## src/rtl/mmio_io_pkg.sv

```systemverilog
// Shared constants for the MMIO I/O responder: register map, window geometry and
// the seven-segment decode table.
package mmio_io_pkg;

  localparam int unsigned WindowBytes = 32;
  localparam int unsigned WinBits     = $clog2(WindowBytes);

  // Word offsets within the window; 0x18 and 0x1C are reserved.
  localparam logic [4:0] OffSw    = 5'h00;
  localparam logic [4:0] OffLed   = 5'h04;
  localparam logic [4:0] OffSeg1  = 5'h08;
  localparam logic [4:0] OffSeg2  = 5'h0C;
  localparam logic [4:0] OffTimer = 5'h10;
  localparam logic [4:0] OffSwchg = 5'h14;

  // Segment patterns {g,f,e,d,c,b,a}, active-high; index 15 is the leftmost entry.
  localparam logic [15:0][6:0] SegTable = {
    7'h71, 7'h79, 7'h5E, 7'h39, 7'h7C, 7'h77, 7'h6F, 7'h7F,
    7'h07, 7'h7D, 7'h6D, 7'h66, 7'h4F, 7'h5B, 7'h06, 7'h3F
  };

  function automatic logic [6:0] hex_to_seg(logic [3:0] digit);
    return SegTable[digit];
  endfunction

endpackage

```

## src/rtl/mmio_io_responder_if.sv

```systemverilog
// CPU-side load/store bus seen by the MMIO I/O responder.
interface mmio_io_responder_if;

  logic        MemWrite;
  logic [31:0] DataAdr;
  logic [31:0] WriteData;
  logic [31:0] ReadData;
  logic        io_sel;

  modport master (
    output MemWrite, DataAdr, WriteData,
    input  ReadData, io_sel
  );

  modport slave (
    input  MemWrite, DataAdr, WriteData,
    output ReadData, io_sel
  );

endinterface

```

## src/rtl/switch_debouncer.sv

```systemverilog
// Two-flop synchronizer plus stability counter for the board switches; the debounced
// value follows the synced value once it has held steady for DEBOUNCE_CYCLES cycles.
module switch_debouncer #(
  parameter int unsigned DEBOUNCE_CYCLES = 4,
  parameter int unsigned Width           = 4
) (
  input  logic             clk,
  input  logic             reset,
  input  logic [Width-1:0] switches,
  output logic [Width-1:0] debounced,
  output logic             changed
);

  logic [Width-1:0] sync1_q, sync2_q, deb_q;
  logic [7:0]       cnt_q;
  logic             stable;
  logic             hit;

  // sync1 != sync2 means the synced value moves on this edge, which restarts the count.
  assign stable = (sync1_q == sync2_q) && (sync2_q != deb_q);
  assign hit    = stable && (({1'b0, cnt_q} + 9'd1) == 9'(DEBOUNCE_CYCLES));

  always_ff @(posedge clk or negedge reset) begin
    if (!reset) begin
      sync1_q <= '0;
      sync2_q <= '0;
      deb_q   <= '0;
      cnt_q   <= '0;
    end else begin
      sync1_q <= switches;
      sync2_q <= sync1_q;
      if (!stable || hit) begin
        cnt_q <= '0;
      end else begin
        cnt_q <= cnt_q + 8'd1;
      end
      if (hit) begin
        deb_q <= sync2_q;
      end
    end
  end

  assign debounced = deb_q;
  assign changed   = hit;

endmodule

```

## src/rtl/mmio_io_responder.sv

```systemverilog
// Memory-mapped I/O block: switches, LEDs, two hex digits, a free-running timer and a
// sticky switch-change flag, all in a 32-byte window with zero-latency reads.
module mmio_io_responder
  import mmio_io_pkg::*;
#(
  parameter logic [31:0] BASE_ADDR       = 32'h00001000,
  parameter int unsigned DEBOUNCE_CYCLES = 4
) (
  input  logic                      clk,
  input  logic                      reset,
  mmio_io_responder_if.slave        bus,
  input  logic [3:0]                switches,
  output logic [3:0]                leds,
  output logic [6:0]                seg1,
  output logic [6:0]                seg2
);

  logic [4:0]  reg_off;
  logic        wr_en;
  logic        unused_adr_lsb;
  logic [3:0]  sw_deb;
  logic        sw_changed;
  logic [3:0]  led_q, dig1_q, dig2_q;
  logic [31:0] timer_q;
  logic        swchg_q;
  logic [31:0] read_data;

  // Byte lanes are not decoded; every access is treated as a full word.
  assign reg_off        = {bus.DataAdr[4:2], 2'b00};
  assign unused_adr_lsb = ^bus.DataAdr[1:0];
  assign bus.io_sel     = (bus.DataAdr[31:WinBits] == BASE_ADDR[31:WinBits]);
  assign wr_en          = bus.MemWrite & bus.io_sel;

  switch_debouncer #(
    .DEBOUNCE_CYCLES (DEBOUNCE_CYCLES),
    .Width           (4)
  ) u_switch_debouncer (
    .clk       (clk),
    .reset     (reset),
    .switches  (switches),
    .debounced (sw_deb),
    .changed   (sw_changed)
  );

  always_ff @(posedge clk or negedge reset) begin
    if (!reset) begin
      led_q  <= '0;
      dig1_q <= '0;
      dig2_q <= '0;
    end else if (wr_en) begin
      case (reg_off)
        OffLed:  led_q  <= bus.WriteData[3:0];
        OffSeg1: dig1_q <= bus.WriteData[3:0];
        OffSeg2: dig2_q <= bus.WriteData[3:0];
        default: ;
      endcase
    end
  end

  always_ff @(posedge clk or negedge reset) begin
    if (!reset) begin
      timer_q <= '0;
    end else if (wr_en && (reg_off == OffTimer)) begin
      timer_q <= bus.WriteData;
    end else begin
      timer_q <= timer_q + 32'd1;
    end
  end

  // A new debounced change outranks a software clear on the same edge.
  always_ff @(posedge clk or negedge reset) begin
    if (!reset) begin
      swchg_q <= 1'b0;
    end else if (sw_changed) begin
      swchg_q <= 1'b1;
    end else if (wr_en && (reg_off == OffSwchg) && bus.WriteData[0]) begin
      swchg_q <= 1'b0;
    end
  end

  always_comb begin
    read_data = '0;
    if (bus.io_sel) begin
      case (reg_off)
        OffSw:    read_data = {28'b0, sw_deb};
        OffLed:   read_data = {28'b0, led_q};
        OffSeg1:  read_data = {28'b0, dig1_q};
        OffSeg2:  read_data = {28'b0, dig2_q};
        OffTimer: read_data = timer_q;
        OffSwchg: read_data = {31'b0, swchg_q};
        default:  read_data = '0;
      endcase
    end
  end

  assign bus.ReadData = read_data;
  assign leds         = led_q;
  assign seg1         = hex_to_seg(dig1_q);
  assign seg2         = hex_to_seg(dig2_q);

endmodule

```

## src/flat_wrapper.sv

```systemverilog
// flat-port wrapper written by rule: the top's interface ports become plain ports
module mmio_io_responder_flat import mmio_io_pkg::*;
#(
  parameter logic [31:0] BASE_ADDR       = 32'h00001000,
  parameter int unsigned DEBOUNCE_CYCLES = 4
)
  (clk, reset, switches, leds, seg1, seg2, bus_MemWrite, bus_DataAdr, bus_WriteData, bus_ReadData, bus_io_sel);
  mmio_io_responder_if bus_i ();
  input  logic clk;
  input  logic reset;
  input  logic [3:0] switches;
  output logic [3:0] leds;
  output logic [6:0] seg1;
  output logic [6:0] seg2;
  input wire logic [$bits(bus_i.MemWrite)-1:0] bus_MemWrite;
  input wire logic [$bits(bus_i.DataAdr)-1:0] bus_DataAdr;
  input wire logic [$bits(bus_i.WriteData)-1:0] bus_WriteData;
  output wire logic [$bits(bus_i.ReadData)-1:0] bus_ReadData;
  output wire logic [$bits(bus_i.io_sel)-1:0] bus_io_sel;
  assign bus_i.MemWrite = bus_MemWrite;
  assign bus_i.DataAdr = bus_DataAdr;
  assign bus_i.WriteData = bus_WriteData;
  assign bus_ReadData = bus_i.ReadData;
  assign bus_io_sel = bus_i.io_sel;
  mmio_io_responder #(.BASE_ADDR(BASE_ADDR), .DEBOUNCE_CYCLES(DEBOUNCE_CYCLES)) u_core (.clk(clk), .reset(reset), .bus(bus_i), .switches(switches), .leds(leds), .seg1(seg1), .seg2(seg2));
endmodule
```

## config.mk

```make
export PLATFORM = sky130hd
export DESIGN_NAME = mmio_io_responder_flat
export DESIGN_NICKNAME = d
export VERILOG_FILES = /design/src/rtl/mmio_io_pkg.sv /design/src/rtl/mmio_io_responder_if.sv /design/src/rtl/switch_debouncer.sv /design/src/rtl/mmio_io_responder.sv /design/src/flat_wrapper.sv
export SDC_FILE = /design/constraint.sdc
export NUM_CORES = 1
export LEC_CHECK = 0
export CAP_MARGIN = 40
export CORE_ASPECT_RATIO = 1.5
export CORE_MARGIN = 2
export CORE_UTILIZATION = 45
export DETAILED_ROUTE_END_ITERATION = 16
export PLACE_DENSITY = 0.86
export SLEW_MARGIN = 20
export SYNTH_ARGS = -nofsm -noshare
export SYNTH_HDL_FRONTEND = slang
export SYNTH_SLANG_ARGS = --single-unit
```

## constraint.sdc

```tcl
create_clock -name clk -period 3.8 [get_ports clk]
set_clock_uncertainty 0.1 [all_clocks]
set_input_delay 0.76 -clock clk [delete_from_list [all_inputs] [get_ports clk]]
set_output_delay 0.76 -clock clk [all_outputs]
set_load 0.005 [all_outputs]
```

# == Word level (Yosys, flattened, before mapping) ==
# Memories as Yosys holds them, arrays and structs flattened.
# Cells that the tools add are included.
# word_totals
regBits,65
romBits,224
inputBits,71
out_inout_bits,51
word_cells,46
mem_count,2
# memory_table
name,words,width,read_ports,rd_clocked_by_memory_dff,wr,line,rtl
(name not given),16,7,1,0,0,mmio_io_pkg.sv:23,return SegTable[digit];
(name not given),16,7,1,0,0,mmio_io_pkg.sv:23,
# classes
addsub,3
n_lt_le_gt_ge,2
n_eq_ne,9
muxes,8
n_bitwise,1
reduce_logical,12
# op_table
op,n
32-bit one-hot mux with 6 select lines,1
32-bit two-way mux,2
32-bit by 1-bit adder with 32-bit output (second input constant),1
27-bit by 8-bit == test with 1-bit output (second input constant),1
7-bit two-way mux,2
4-bit by 5-bit < comparator with 1-bit output (second input constant),2
8-bit by 1-bit adder with 9-bit output (second input constant),1
9-bit by 3-bit == test with 1-bit output (second input constant),1
8-bit by 1-bit adder with 8-bit output (second input constant),1
8-bit two-way mux,1
3-bit by 2-bit == test with 1-bit output (second input constant),2
3-bit == test (second input constant),2
2-bit AND reduction,3
1-bit logical AND,5
5-bit zero test,1
4-bit == test,1
4-bit != test,1
3-bit by 1-bit == test with 1-bit output (second input constant),1
1-bit two-way mux,2
2-bit nonzero test,1
1-bit bitwise AND,1
1-bit zero test,1
1-bit logical OR,1

# == Logic depth before layout (Yosys ltp) ==
# depth
ltp_word,6
ltp_mapped,7

# == Modules after synthesis ==
# A second synthesis with hierarchy kept.
# unflattened
hier_cells,432
area_unflattened_um2,4032.6
# modules_own_cells
module,n_inst,cells_each,area_each_um2,seq_area_each_um2
mmio_io_responder,1,364,3164.3,1126.1
switch_debouncer,1,68,868.3,500.5

# == Worst setup path after synthesis ==
# OpenSTA, ideal clock, no wires.
# synth_path
kind,in2out
from,input port bus_DataAdr[7]
to,output port bus_ReadData[10]
arrival_time_ns,2.380
setup_slack_ns,0.560
cell_stages,7
path_buffers,2
cell_sequence,nor4_1 nand4_1 or3_4 buf_2 nor3_2 clkbuf_1 and2_1
# synth_between
elab_chain_len,2
# synth_rtl
element,line,rtl
start: declaration,flat_wrapper.sv:16,input wire logic [$bits(bus_i.DataAdr)-1:0] bus_DataAdr;
27-bit by 8-bit == test with 1-bit output,mmio_io_responder.sv:31,assign bus.io_sel = (bus.DataAdr[31:WinBits] == BASE_ADDR[31:WinBits]);
32-bit two-way mux,mmio_io_responder.sv:83,if (bus.io_sel) begin
end: declaration,flat_wrapper.sv:18,output wire logic [$bits(bus_i.ReadData)-1:0] bus_ReadData;
# Every way passes these cells.

# == Worst setup path after layout ==
# layout_path
from,input port bus_DataAdr[25]
to,output port bus_ReadData[10]
# Same word-level chain as after synthesis.

==> metrics.cfg <==
[worst_setup_path]
crit_fanout=6
crit_path_max_incr_delay_ps=420
r2r_cells=5
worst-endpoint-required_ps=2940
arrival_ps=2870
reg2reg_slack_ps=1400
reg2reg_to=u_core.timer_q[23]
cp-end-kind=output port
path_common_cell=buf_6
startpoint=bus_DataAdr[25]
crit_path_cell_trace=clkdlybuf4s50_1 -> or3_1 -> or3_4 -> buf_6 -> nor3_4 -> buf_6 -> buf_6 -> and2_4 -> clkdlybuf4s15_2
critPathSlowestCell=or3_1
criticalPathCategory=in2out
reg2reg_from=u_core.timer_q[3]
setup.worst_path.start_class=input port

[layout]
antenna_cells=0
final_cell_area_um2=6000
n_fill_cell=722
nets=655
drive_gt1_frac=0.194
synthToLayoutAreaGrowth_pct=44.0

[timing]
min_period_over_period=0.983
min_period_ps=3730
finalSetupTns_ps=0
worst_slack_ps=65.1
maxSlewHeadroom=0.443
finalSetupViolCount=0
finalMaxSlewViolations=0
worst_slew_pin_slew_ps=828
hold_viol=0
clock.fmax_mhz=268

[logic_synthesis]
async_reset_ff_frac=1.00
avgSynthCellArea_um2=9.51
synth_area_um2=4170
ys_warn_count=0
netlist-cell-type-count=49
synth-edff-count=0
synthFlopType=dfrtp_1
synth_fp_nets=526
syn_inst=438
ys_seq_elements=65
seq_area_frac_synth=0.390

[global_route]
antenna_found_initial=0
grt_use_total=0.236
grt_first_pass_wirelength_um=17900
grt_max_degree=37
globalRouteOverflowTotal=0
grt_pass1_vias=3844

[cts]
cts_buffer_depth=2
cts_buffers=9
cts_htree_levels=3
clock_latency_ps=340
cts_tree=built
cts_root_buf=clkbuf_16
ctsHoldBuffers=0
path_clk_slew_ps=60
cts.sinks=65

[route]
wl_per_cell_um=16.5
wl_um=11300
antenna_left=0
dr.max_layer_used=met4
viasPerCell=5.42
first_iter_violations=263
met2_length_um=5990
vias=3709
met3_length_um=601
drc=0
firstDrtPassIters=4
wl_met1_um=4370

[placement]
pre_cts_slack_ps=-248
placed_area_um2=5490
place_congestion=0.827
portBuffers=119
hpwl_um=8000

[pwr]
p_switching_w=0.000369
comb_power_share=0.067
p_seq_frac=0.380
ir_drop_uv=240
p_sw_frac=0.200
p_leak_nw=2.68
pwr-share-clk=0.552
powerDensity_nw_per_um2=308
internal_power_w=0.00148

[floorplanning]
die_area_um2=10100
start_util=0.456
core_area_um2=9150
io_pins=122
row_count=43
fp.dieH_um=122
fp.dieW_um=82.6

[run]
cap_violations=0

[min_path]
holdCritPathClass=in2async

[run_status]
status=finished, final reports clean

cell usage in the layout, fill, tap and decap left out, types with 5 or more instances in the layout:
| master | n |
|---|---|
| buf_6 | 5 |
| and3_1 | 11 |
| inv_1 | 15 |
| nand4_1 | 9 |
| nor4_2 | 7 |
| a21oi_1 | 32 |
| clkdlybuf4s15_2 | 10 |
| nand2_1 | 23 |
| o21ai_0 | 13 |
| mux2_4 | 10 |
| mux2_2 | 19 |
| buf_4 | 9 |
| mux2i_1 | 7 |
| dlygate4sd2_1 | 10 |
| clkbuf_2 | 14 |
| clkdlybuf4s50_1 | 65 |
| and2_4 | 5 |
| xnor2_1 | 21 |
| nand2b_1 | 6 |
| xor2_1 | 23 |
| nor2_1 | 40 |
| nor3_1 | 7 |
| a31oi_1 | 5 |
| dfrtp_1 | 65 |
| and2_1 | 22 |
| dlymetal6s2s_1 | 17 |
| clkbuf_16 | 9 |
| nand3_1 | 19 |
| ha_1 | 17 |
power groups by stage:
stage | logic [W] | clock network [W] | registers, W
after floorplan | 0.0000243 | 0 | 0.000714
final | 0.000125 | 0.00102 | 0.000703
after global routing | 0.000136 | 0.00106 | 0.000703
after detailed placement | 0.000119 | 0 | 0.000715
after CTS | 0.000122 | 0.00103 | 0.000703
after global placement | 0.000117 | 0 | 0.000715
Yosys cell counts, drive strengths merged, types with 2 or more instances:
cell type / count / area (µm²)
xnor2: 21 / 184
nor2: 40 / 150
nor2b: 4 / 25.0
clkbuf: 12 / 45.0
or3: 6 / 47.5
a211oi: 2 / 15.0
o21a: 2 / 15.0
or2: 2 / 12.5
xor2: 23 / 201
and2: 27 / 169
a31oi: 5 / 31.3
nor3: 10 / 65.1
dfrtp: 65 / 1630
mux2: 30 / 375
o21ai: 13 / 65.1
nand3: 19 / 95.1
inv: 15 / 56.3
nor4: 12 / 81.3
nand3b: 3 / 22.5
buf: 5 / 36.3
o22a: 3 / 26.3
a21oi: 32 / 160
nand4: 9 / 56.3
mux2i: 7 / 70.1
and3: 11 / 68.8
nand2b: 6 / 37.5
ha: 17 / 213
nand2: 23 / 86.3
kinds of logic after synthesis:
kind of cell / count (synthesis) / synth area share
fa+ha+maj: 17 / 0.0511
mux: 37 / 0.107
compound gates: 67 / 0.0961
flops: 65 / 0.390
simple gates: 176 / 0.230
xor+xnor: 44 / 0.0925
buf+inv: 32 / 0.0330
per-layer routing:
metal | vias to the layer above | track usage
li1 | 1788 | -
met1 | 1748 | 0.269
met2 | 145 | 0.413
met3 | 28 | 0.0393
met4 | 0 | 0.125
met5 | - | 0
stage by stage:
stage / util / hold WS [ps] / instances / total power, W
global route: 0.656 / 233 / 684 / 0.00190
floorplan: - / 272 / 438 / 0.000738
global placement: 0.600 / 278 / 661 / 0.000832
finish: 0.656 / 217 / 684 / 0.00185
CTS: 0.650 / 296 / 682 / 0.00186
detailed placement: 0.600 / 283 / 661 / 0.000835
state kept, by name, indices dropped and copies added, names as in the netlist:
name / cells
u_core.swchg_q: 1
u_core.leds: 4
u_core.dig2_q: 4
u_core.u_switch_debouncer.sync2_q: 4
u_core.u_switch_debouncer.sync1_q: 4
u_core.timer_q: 32
u_core.dig1_q: 4
u_core.u_switch_debouncer.debounced: 4
u_core.u_switch_debouncer.cnt_q: 8
cell type report:
type / instances / area (µm²) / area share
Sequential cell: 65 / 1630 / 0.271
Inverter: 15 / 56.3 / 0.00938
Clock inverter: 7 / 143 / 0.0238
Multi-Input combinational cell: 341 / 2480 / 0.414
Timing Repair Buffer: 135 / 1330 / 0.221
Tap cell: 112 / 140 / 0.0234
Clock buffer: 9 / 225 / 0.0375
worst max-delay path: cells and delay by family:
kind | cells | cell delay, ps
buf+inv | 5 | 970
simple gates | 4 | 1140
worst max-delay path by stage:
stage,end,slack [ps],depth (start not counted)
2_1_floorplan,bus_ReadData[10],560,7
3_3_place_gp,bus_ReadData[9],-210,8
3_5_place_dp,bus_ReadData[9],-250,8
4_1_cts,bus_ReadData[12],-30,11
5_1_grt,bus_ReadData[17],-30,10
6_report,bus_ReadData[10],70,9
repair_timing:
action | in CTS | in global routing
gates cloned | 1 | 1
endpoints found under the setup margin | 33 | 26
setup buffers | 4 | 2
resized for setup | 75 | 56
pin swaps | 5 | 8
No activity file was read; power rests on OpenSTA's default activity.
